--- config.mk ---
export PLATFORM = sky130hd
export DESIGN_NAME = adder_result_display
export DESIGN_NICKNAME = d
export VERILOG_FILES = /design/src/rtl/adder_disp_pkg.sv /design/src/rtl/seg7_decoder.sv /design/src/rtl/adder_result_display.sv
export SDC_FILE = /design/constraint.sdc
export NUM_CORES = 1
export LEC_CHECK = 0
export CORE_ASPECT_RATIO = 0.8
export CORE_MARGIN = 2
export CORE_UTILIZATION = 45
export CTS_BUF_LIST = sky130_fd_sc_hd__clkbuf_8
export DETAILED_ROUTE_END_ITERATION = 12
export MAX_ROUTING_LAYER = met4
export PLACE_DENSITY_LB_ADDON = 0.25
export SETUP_SLACK_MARGIN = 0.5
export SLEW_MARGIN = 20
export SYNTH_ARGS = -nofsm -noshare
export SYNTH_HDL_FRONTEND = slang
export SYNTH_SLANG_ARGS = --single-unit
export TNS_END_PERCENT = 1
--- constraint.sdc ---
create_clock -name clk -period 3.9 [get_ports clk]
set_clock_uncertainty 0.2 [all_clocks]
set_input_delay 0.39 -clock clk [delete_from_list [all_inputs] [get_ports clk]]
set_output_delay 0.39 -clock clk [all_outputs]
set_load 0.05 [all_outputs]
--- src/rtl/adder_disp_pkg.sv ---
// adder_disp_pkg: shared types, segment codes and the double-dabble nibble correction
package adder_disp_pkg;
  typedef enum logic [0:0] {IDLE = 1'b0, CONV = 1'b1} state_t;
  localparam int CONV_ITERS = 5;
  localparam int BCD_W = 8;
  localparam logic [7:0] SEG_0 = 8'hC0;
  localparam logic [7:0] SEG_1 = 8'hF9;
  localparam logic [7:0] SEG_2 = 8'hA4;
  localparam logic [7:0] SEG_3 = 8'hB0;
  localparam logic [7:0] SEG_4 = 8'h99;
  localparam logic [7:0] SEG_5 = 8'h92;
  localparam logic [7:0] SEG_6 = 8'h82;
  localparam logic [7:0] SEG_7 = 8'hF8;
  localparam logic [7:0] SEG_8 = 8'h80;
  localparam logic [7:0] SEG_9 = 8'h90;
  localparam logic [7:0] SEG_BLANK = 8'hFF;
  function automatic logic [3:0] dd_adj(input logic [3:0] n);
    return n >= 4'd5 ? n + 4'd3 : n;
  endfunction
endpackage

--- src/rtl/seg7_decoder.sv ---
// seg7_decoder: BCD nibble to active-low {dp,g,f,e,d,c,b,a}, non-decimal nibbles blank
module seg7_decoder
  import adder_disp_pkg::*;
(
  input  logic [3:0] bcd,
  output logic [7:0] seg
);
  always_comb begin
    case (bcd)
      4'd0:    seg = SEG_0;
      4'd1:    seg = SEG_1;
      4'd2:    seg = SEG_2;
      4'd3:    seg = SEG_3;
      4'd4:    seg = SEG_4;
      4'd5:    seg = SEG_5;
      4'd6:    seg = SEG_6;
      4'd7:    seg = SEG_7;
      4'd8:    seg = SEG_8;
      4'd9:    seg = SEG_9;
      default: seg = SEG_BLANK;
    endcase
  end
endmodule

--- src/rtl/adder_result_display.sv ---
// adder_result_display: captures the adder sum, converts to BCD and scans a 2-digit 7-seg display
module adder_result_display
  import adder_disp_pkg::*;
#(
  parameter int SCAN_DIV = 100000
) (
  input  logic             clk,
  input  logic             rst_n,
  input  logic [4:0]       sum_i,
  input  logic             sum_valid_i,
  output logic             busy_o,
  output logic [BCD_W-1:0] bcd_o,
  output logic             bcd_valid_o,
  output logic [7:0]       seg_o,
  output logic [1:0]       an_o
);
  localparam int CW = SCAN_DIV > 2 ? $clog2(SCAN_DIV) : 1;
  state_t        state;
  logic [2:0]    it;
  logic [12:0]   sr;
  logic [12:0]   sr_adj;
  logic [CW-1:0] scan_cnt;
  logic          digit_sel;
  logic          blank;
  logic [3:0]    digit;
  logic [7:0]    seg_code;
  // register layout is {tens, ones, binary}; only the BCD nibbles get corrected
  assign sr_adj = {dd_adj(sr[12:9]), dd_adj(sr[8:5]), sr[4:0]};
  assign busy_o = state == CONV;
  always_ff @(posedge clk or negedge rst_n) begin
    if (!rst_n) begin
      state <= IDLE;
      it <= '0;
      sr <= '0;
      bcd_o <= '0;
      bcd_valid_o <= 1'b0;
    end else begin
      bcd_valid_o <= 1'b0;
      if (state == IDLE && sum_valid_i) begin
        sr <= {8'h00, sum_i};
        it <= '0;
        state <= CONV;
      end else if (state == CONV) begin
        sr <= {sr_adj[11:0], 1'b0};
        it <= it + 3'd1;
        if (it == 3'(CONV_ITERS - 1)) begin
          bcd_o <= sr_adj[11:4];
          bcd_valid_o <= 1'b1;
          state <= IDLE;
        end
      end
    end
  end
  always_ff @(posedge clk or negedge rst_n) begin
    if (!rst_n) begin
      scan_cnt <= '0;
      digit_sel <= 1'b0;
    end else if (scan_cnt == CW'(SCAN_DIV - 1)) begin
      scan_cnt <= '0;
      digit_sel <= ~digit_sel;
    end else begin
      scan_cnt <= scan_cnt + 1'b1;
    end
  end
  assign digit = digit_sel ? bcd_o[7:4] : bcd_o[3:0];
  assign blank = digit_sel && bcd_o[7:4] == 4'd0;
  seg7_decoder u_dec (
    .bcd(digit),
    .seg(seg_code)
  );
  always_ff @(posedge clk or negedge rst_n) begin
    if (!rst_n) begin
      an_o <= 2'b10;
      seg_o <= SEG_0;
    end else begin
      an_o <= !digit_sel ? 2'b10 : blank ? 2'b11 : 2'b01;
      seg_o <= blank ? SEG_BLANK : seg_code;
    end
  end
endmodule

* Word-level counts from Yosys, hierarchy flattened
Memories as Yosys holds them, arrays and structs flattened.
Index checks and enable logic that the tools add are counted.
** Cells by class
- Shift-type cells :: 0
- Add/sub/neg operators :: 4
- Eq/ne operators :: 2
- Multiply operators :: 0
- Reduce and logical (&&, ||, !) cells :: 5
- $lt $le $gt $ge :: 2
- Muxes and demuxes :: 17
- Divide/modulo/power cells :: 0
- Bitwise logic cells :: 3
** Operators by type and width (count)
- 13-bit two-way mux :: 2
- 17-bit by 1-bit adder with 17-bit output (second input constant) :: 1
- 17-bit equality test (second input constant) :: 1
- 17-bit two-way mux :: 1
- 3-bit two-way mux :: 3
- 4-bit by 3-bit greater-or-equal comparator with 1-bit output (second input constant) :: 2
- 4-bit two-way mux :: 2
- 8-bit two-way mux :: 1
- 1-bit two-way mux :: 6
- 4-bit by 2-bit adder with 4-bit output (second input constant) :: 1
- 4-bit logical NOT :: 1
- 2-bit two-way mux :: 2
- 3-bit by 1-bit adder with 3-bit output (second input constant) :: 1
- 3-bit by 2-bit adder with 3-bit output (second input constant) :: 1
- 3-bit equality test (second input constant) :: 1
- 1-bit NOT :: 3
- 3-bit AND reduction :: 1
- 1-bit logical AND :: 2
- 2-bit nonzero test :: 1
** Storage, ports and cells
- Latch bits :: 0
- Register bits after elaboration :: 54
- Output and inout bits :: 20
- Memory bits (read-only) :: 112
- Bits in writable memories :: 0
- Memories :: 1
** Memories
- (name not given) :: words 16, bits a word 7, read ports 1, clocked after memory_dff 0, wr ports 0, line seg7_decoder.sv:9 : case (bcd)

* Longest topological paths before layout
- Word-level depth :: 4
- Gate-level depth with buffers :: 7
- Mapped depth without buffers :: 6

* Modules after synthesis
From an unflattened synthesis, not the netlist that was laid out.
** Unflattened totals
- Cells, all modules :: 244
- Area, all modules :: 2638.8 µm²
** By module, submodules not included
- adder_result_display :: cells an instance 209, instances 1, seq. area each 1355.0 µm², area an instance 2417.3 µm²
- seg7_decoder :: cells an instance 35, instances 1, seq. area each 0.0 µm², area an instance 221.5 µm²

* Worst setup path after synthesis
OpenSTA, ideal clock, no wires.
- Kind :: reg-to-reg
- From :: register scan_cnt[8]
- To :: register scan_cnt[1]
- Setup time :: 0.119 ns
- Buffers on the path :: 0
- Path slack :: 1.960 ns
- Arrival :: 1.621 ns
- Cell stages (with the launch flop) :: 4
- Path through :: dfrtp_1 -> or4_4 -> or4_4 -> and2_1
** Between the ends
- Longest elaborated chain between the ends :: 2
** RTL lines
- start: declaration :: line adder_result_display.sv:22 : logic [CW-1:0] scan_cnt;
- start signal: assignment :: line adder_result_display.sv:62 : scan_cnt <= scan_cnt + 1'b1;
- 17-bit equality test :: line adder_result_display.sv:58 : end else if (scan_cnt == CW'(SCAN_DIV - 1)) begin
- 17-bit two-way mux :: line adder_result_display.sv:58
No other way between the ends.
A chain may end at the register's enable or synchronous reset.

* Worst setup path after layout
- From :: register state (netlist: busy_o)
- To :: output busy_o
** RTL lines
- start: declaration :: line adder_result_display.sv:18 : state_t state;
- start signal: assignment :: line adder_result_display.sv:32 : state <= IDLE;
- start signal: assignment :: line adder_result_display.sv:42 : state <= CONV;
- start signal: assignment :: line adder_result_display.sv:49 : state <= IDLE;
- end: declaration :: line adder_result_display.sv:11 : output logic busy_o,
No word-level cell between the ends.

==> results.md <==
* Status: finished clean
* Final setup fails at 0
* Placed Cells incl. Taps at about 340
* Post-Route WL at 4700 um
* Vias/cell at about 5
* # nets final at 290
* Fmax at 407 MHz
* Comb pwr share at between 40% and 50%
* Netlist cell types at 33
* CTS clk-pin slew, worst paths at 0.11 ns
* Syn Area/Cell at 10.5 um^2
* Fin util at 54.8%
* Arrival @ worst endpoint at 1.87 ns
* P_sw at 0.899 mW
* CTS H-Tree Depth at 2
* Final-report hold violation count at 0
* Peak supply drop at 459 uV
* Warnings, synthesis at 0
* Slew @ Worst Pin at 0.653 ns
* Hold_ws at around 0.3 ns
* Sequential-to-total area share from yosys stat at a little over half
* Cell Chain, Critical Path: clkdlybuf4s50_1
* Worst-path maximum fanout at 19
* CTS root buf: clkbuf_8
* Worst path max stage delay at 0.90 ns
* Syn_nets at 261
* Die X-Extent at 87.7 um
* Largest net degree at the start of global routing at 45
* Critical path launch point type: flop
* FP Rows at 24
* Cells after synthesis at around 240
* Fill cells at 489
* Clock share of power at 15.3%
* Max clock buf depth at 2
* Hold-fix buffers at CTS at 0
* HP Class: reg2reg
* WP data required at 3.31 ns
* Pwr dens at roughly 700 mW/mm^2
* Initial Utilization at about 46%
* DRC errors left at 0
* Crit-path slowest cell: clkdlybuf4s50_1
* Rel. slew slack at 56.1%
* Critical path buffers and inverters at 1
* Switching share of power at 43.1%
* Final RePlAce weighted congestion at 0.813
* Antenna cells at 0
* ANT nets after route at 0
* Reg power frac at between 30% and 40%
* Core ar. at 0.00544 mm^2
* Drt wl/cell at 13.5 um
* Initial antenna violation count at 0
* Die height at 71.0 um
* Critical setup path kind: reg2out
* First-pass GRT wire length at 8180 um
* Internal at 1.19 mW
* Post-Layout Cell Count at 349
* GR Overflow Total at 0
* Max Transition Viols Final at 0
* Area Overhead vs Synth at 18.0%
* Register bit total from synthesis at 53
* Tot GR Track Use at between 15 and 20%
* Clock latency at the later pin of the worst-skew pair at 0.31 ns
* PortBufs at 26
* CP top delay family: buffers and inverters
* Setup crit end kind: output port
* DIE AREA at 0.00622 mm^2
* Final HPWL DP at 3320 um
* DR vias at between 1500 and 2000
* RSZ-0062 raised after global routing: no
* Share of cells above drive strength 1 at 8.49%
* CTS tree: built
* Num CTS Buffers at 5
* Post-CTS repair timing setup buffer count at 0
* Clk sink count at 53
* Initial DRT Pass Iterations at 4
* Post-CTS sizing at 0
* Setup TNS at 0 ns
* Top-level I/O count at 28
* Leak pwr at 1.33 nW
* Synth Cell Area at 0.00252 mm^2
* Iteration-0 DRC Markers at 102
* Final period utilization at a little over three fifths
* Max cap viols at 0
* Min Tclk post-route at 2.46 ns
* Vias in the first global route at between 1500 and 2000
## cell type report
cell class | instances | area [um^2] | area share, %
inverter | 13 | 48.8 | 1.64
timing repair buffer | 29 | 293 | 9.84
clock buffer | 5 | 68.8 | 2.31
multi-input combinational | 168 | 1110 | 37.4
sequential | 53 | 1330 | 44.6
tap | 78 | 97.6 | 3.28
clock inverter | 3 | 26.3 | 0.883
## cell families after synthesis
family	synth area share (%)
xor gates and xnor gates	5.90
and+or+nand+nor	16.9
DFF	52.7
buffers and inverters	3.17
adders and majority gates	5.95
other	0.149
AOI/OAI and AO/OA	7.84
muxes	7.44
## state kept, by name, summed over array words and instances, names as in the netlist
signal       flops
digit_sel        1
scan_cnt        17
bcd_valid_o      1
bcd_o            8
sr              13
it               3
an_o             2
seg_o            7
busy_o           1
## layout by cell type (no fill, tap or decap), drive strengths merged, types with 3 or more instances in the layout
cell type      instances
a21oi                  7
buf                    3
clkbuf                 5
clkdlybuf4s50         25
dfrtp                 51
ha                    12
inv                   14
mux2                   6
mux2i                 12
nand2                 29
nand2b                 3
nand3                 10
nand4                  4
nor2                  15
nor3                   4
nor3b                  3
o21ai                 26
or3                    5
or4                    4
xnor2                  9
xor2                   8
## synthesized netlist by cell type
cell type | count | area (um^2)
dfrtp_1 | 51 | 1280
buf_4 | 1 | 7.51
or4_1 | 2 | 15.0
ha_1 | 12 | 150
a211oi_1 | 1 | 7.51
xor2_1 | 8 | 70.1
mux2_2 | 6 | 67.6
or3_1 | 5 | 31.3
a22o_1 | 2 | 17.5
nor3b_1 | 3 | 22.5
clkbuf_1 | 5 | 18.8
xnor2_1 | 9 | 78.8
nand4_1 | 4 | 25.0
nand2b_1 | 3 | 18.8
nand3_1 | 10 | 50.1
o21ai_0 | 26 | 130
or4_4 | 2 | 22.5
nor2_1 | 15 | 56.3
nor4_2 | 1 | 12.5
nor4_1 | 1 | 6.26
and4_1 | 1 | 8.76
nand3b_1 | 1 | 7.51
mux2i_1 | 12 | 120
nor3_1 | 4 | 20.0
o21a_1 | 1 | 7.51
a21oi_1 | 7 | 35.0
conb_1 | 1 | 3.75
inv_1 | 13 | 48.8
buf_2 | 1 | 5.00
nand2_1 | 29 | 109
dfstp_2 | 2 | 52.6
and2_1 | 1 | 6.26
or4b_4 | 1 | 13.8
## power groups by stage
stage | Combinational [mW] | Sequential (mW) | Clock (mW)
after detailed placement | 0.940 | 0.835 | 0
after CTS | 0.945 | 0.825 | 0.333
final | 0.940 | 0.824 | 0.320
after global routing | 1.03 | 0.846 | 0.363
after global placement | 0.918 | 0.827 | 0
after floorplan | 0.437 | 1.05 | 0
## metal layers
metal	global-route usage (%)	vias to the layer above	share of wire, %
met3	3.62	2	3.5
met5	-	-	0
met4	5.64	0	0.62
li1	-	880	-
met2	24.7	37	45
met1	24.2	852	51
## final timing paths
kind	depth (start not counted)	endpoint	from	slack, ns
worst max-delay path	1	busy_o	busy_o	1.44
worst min register to register	1	scan_cnt[16]	scan_cnt[16]	0.30
worst max register to register	3	bcd_o[0]	busy_o	1.85
max in group asynchronous	4	scan_cnt[14]	rst_n	2.46
min in group asynchronous	2	seg_o[5]	rst_n	0.34
worst min-delay path	1	scan_cnt[16]	scan_cnt[16]	0.30
## per-stage QoR
stage | instance area, um^2 | total power [mW] | setup WS [ns]
global placement | 2850 | 1.74 | 1.79
finish | 2980 | 2.08 | 1.44
CTS | 2950 | 2.10 | 1.43
global route | 2980 | 2.24 | 1.32
floorplan | 2520 | 1.49 | 1.96
detailed placement | 2850 | 1.78 | 1.78
Power figures use the tool's default switching activity.
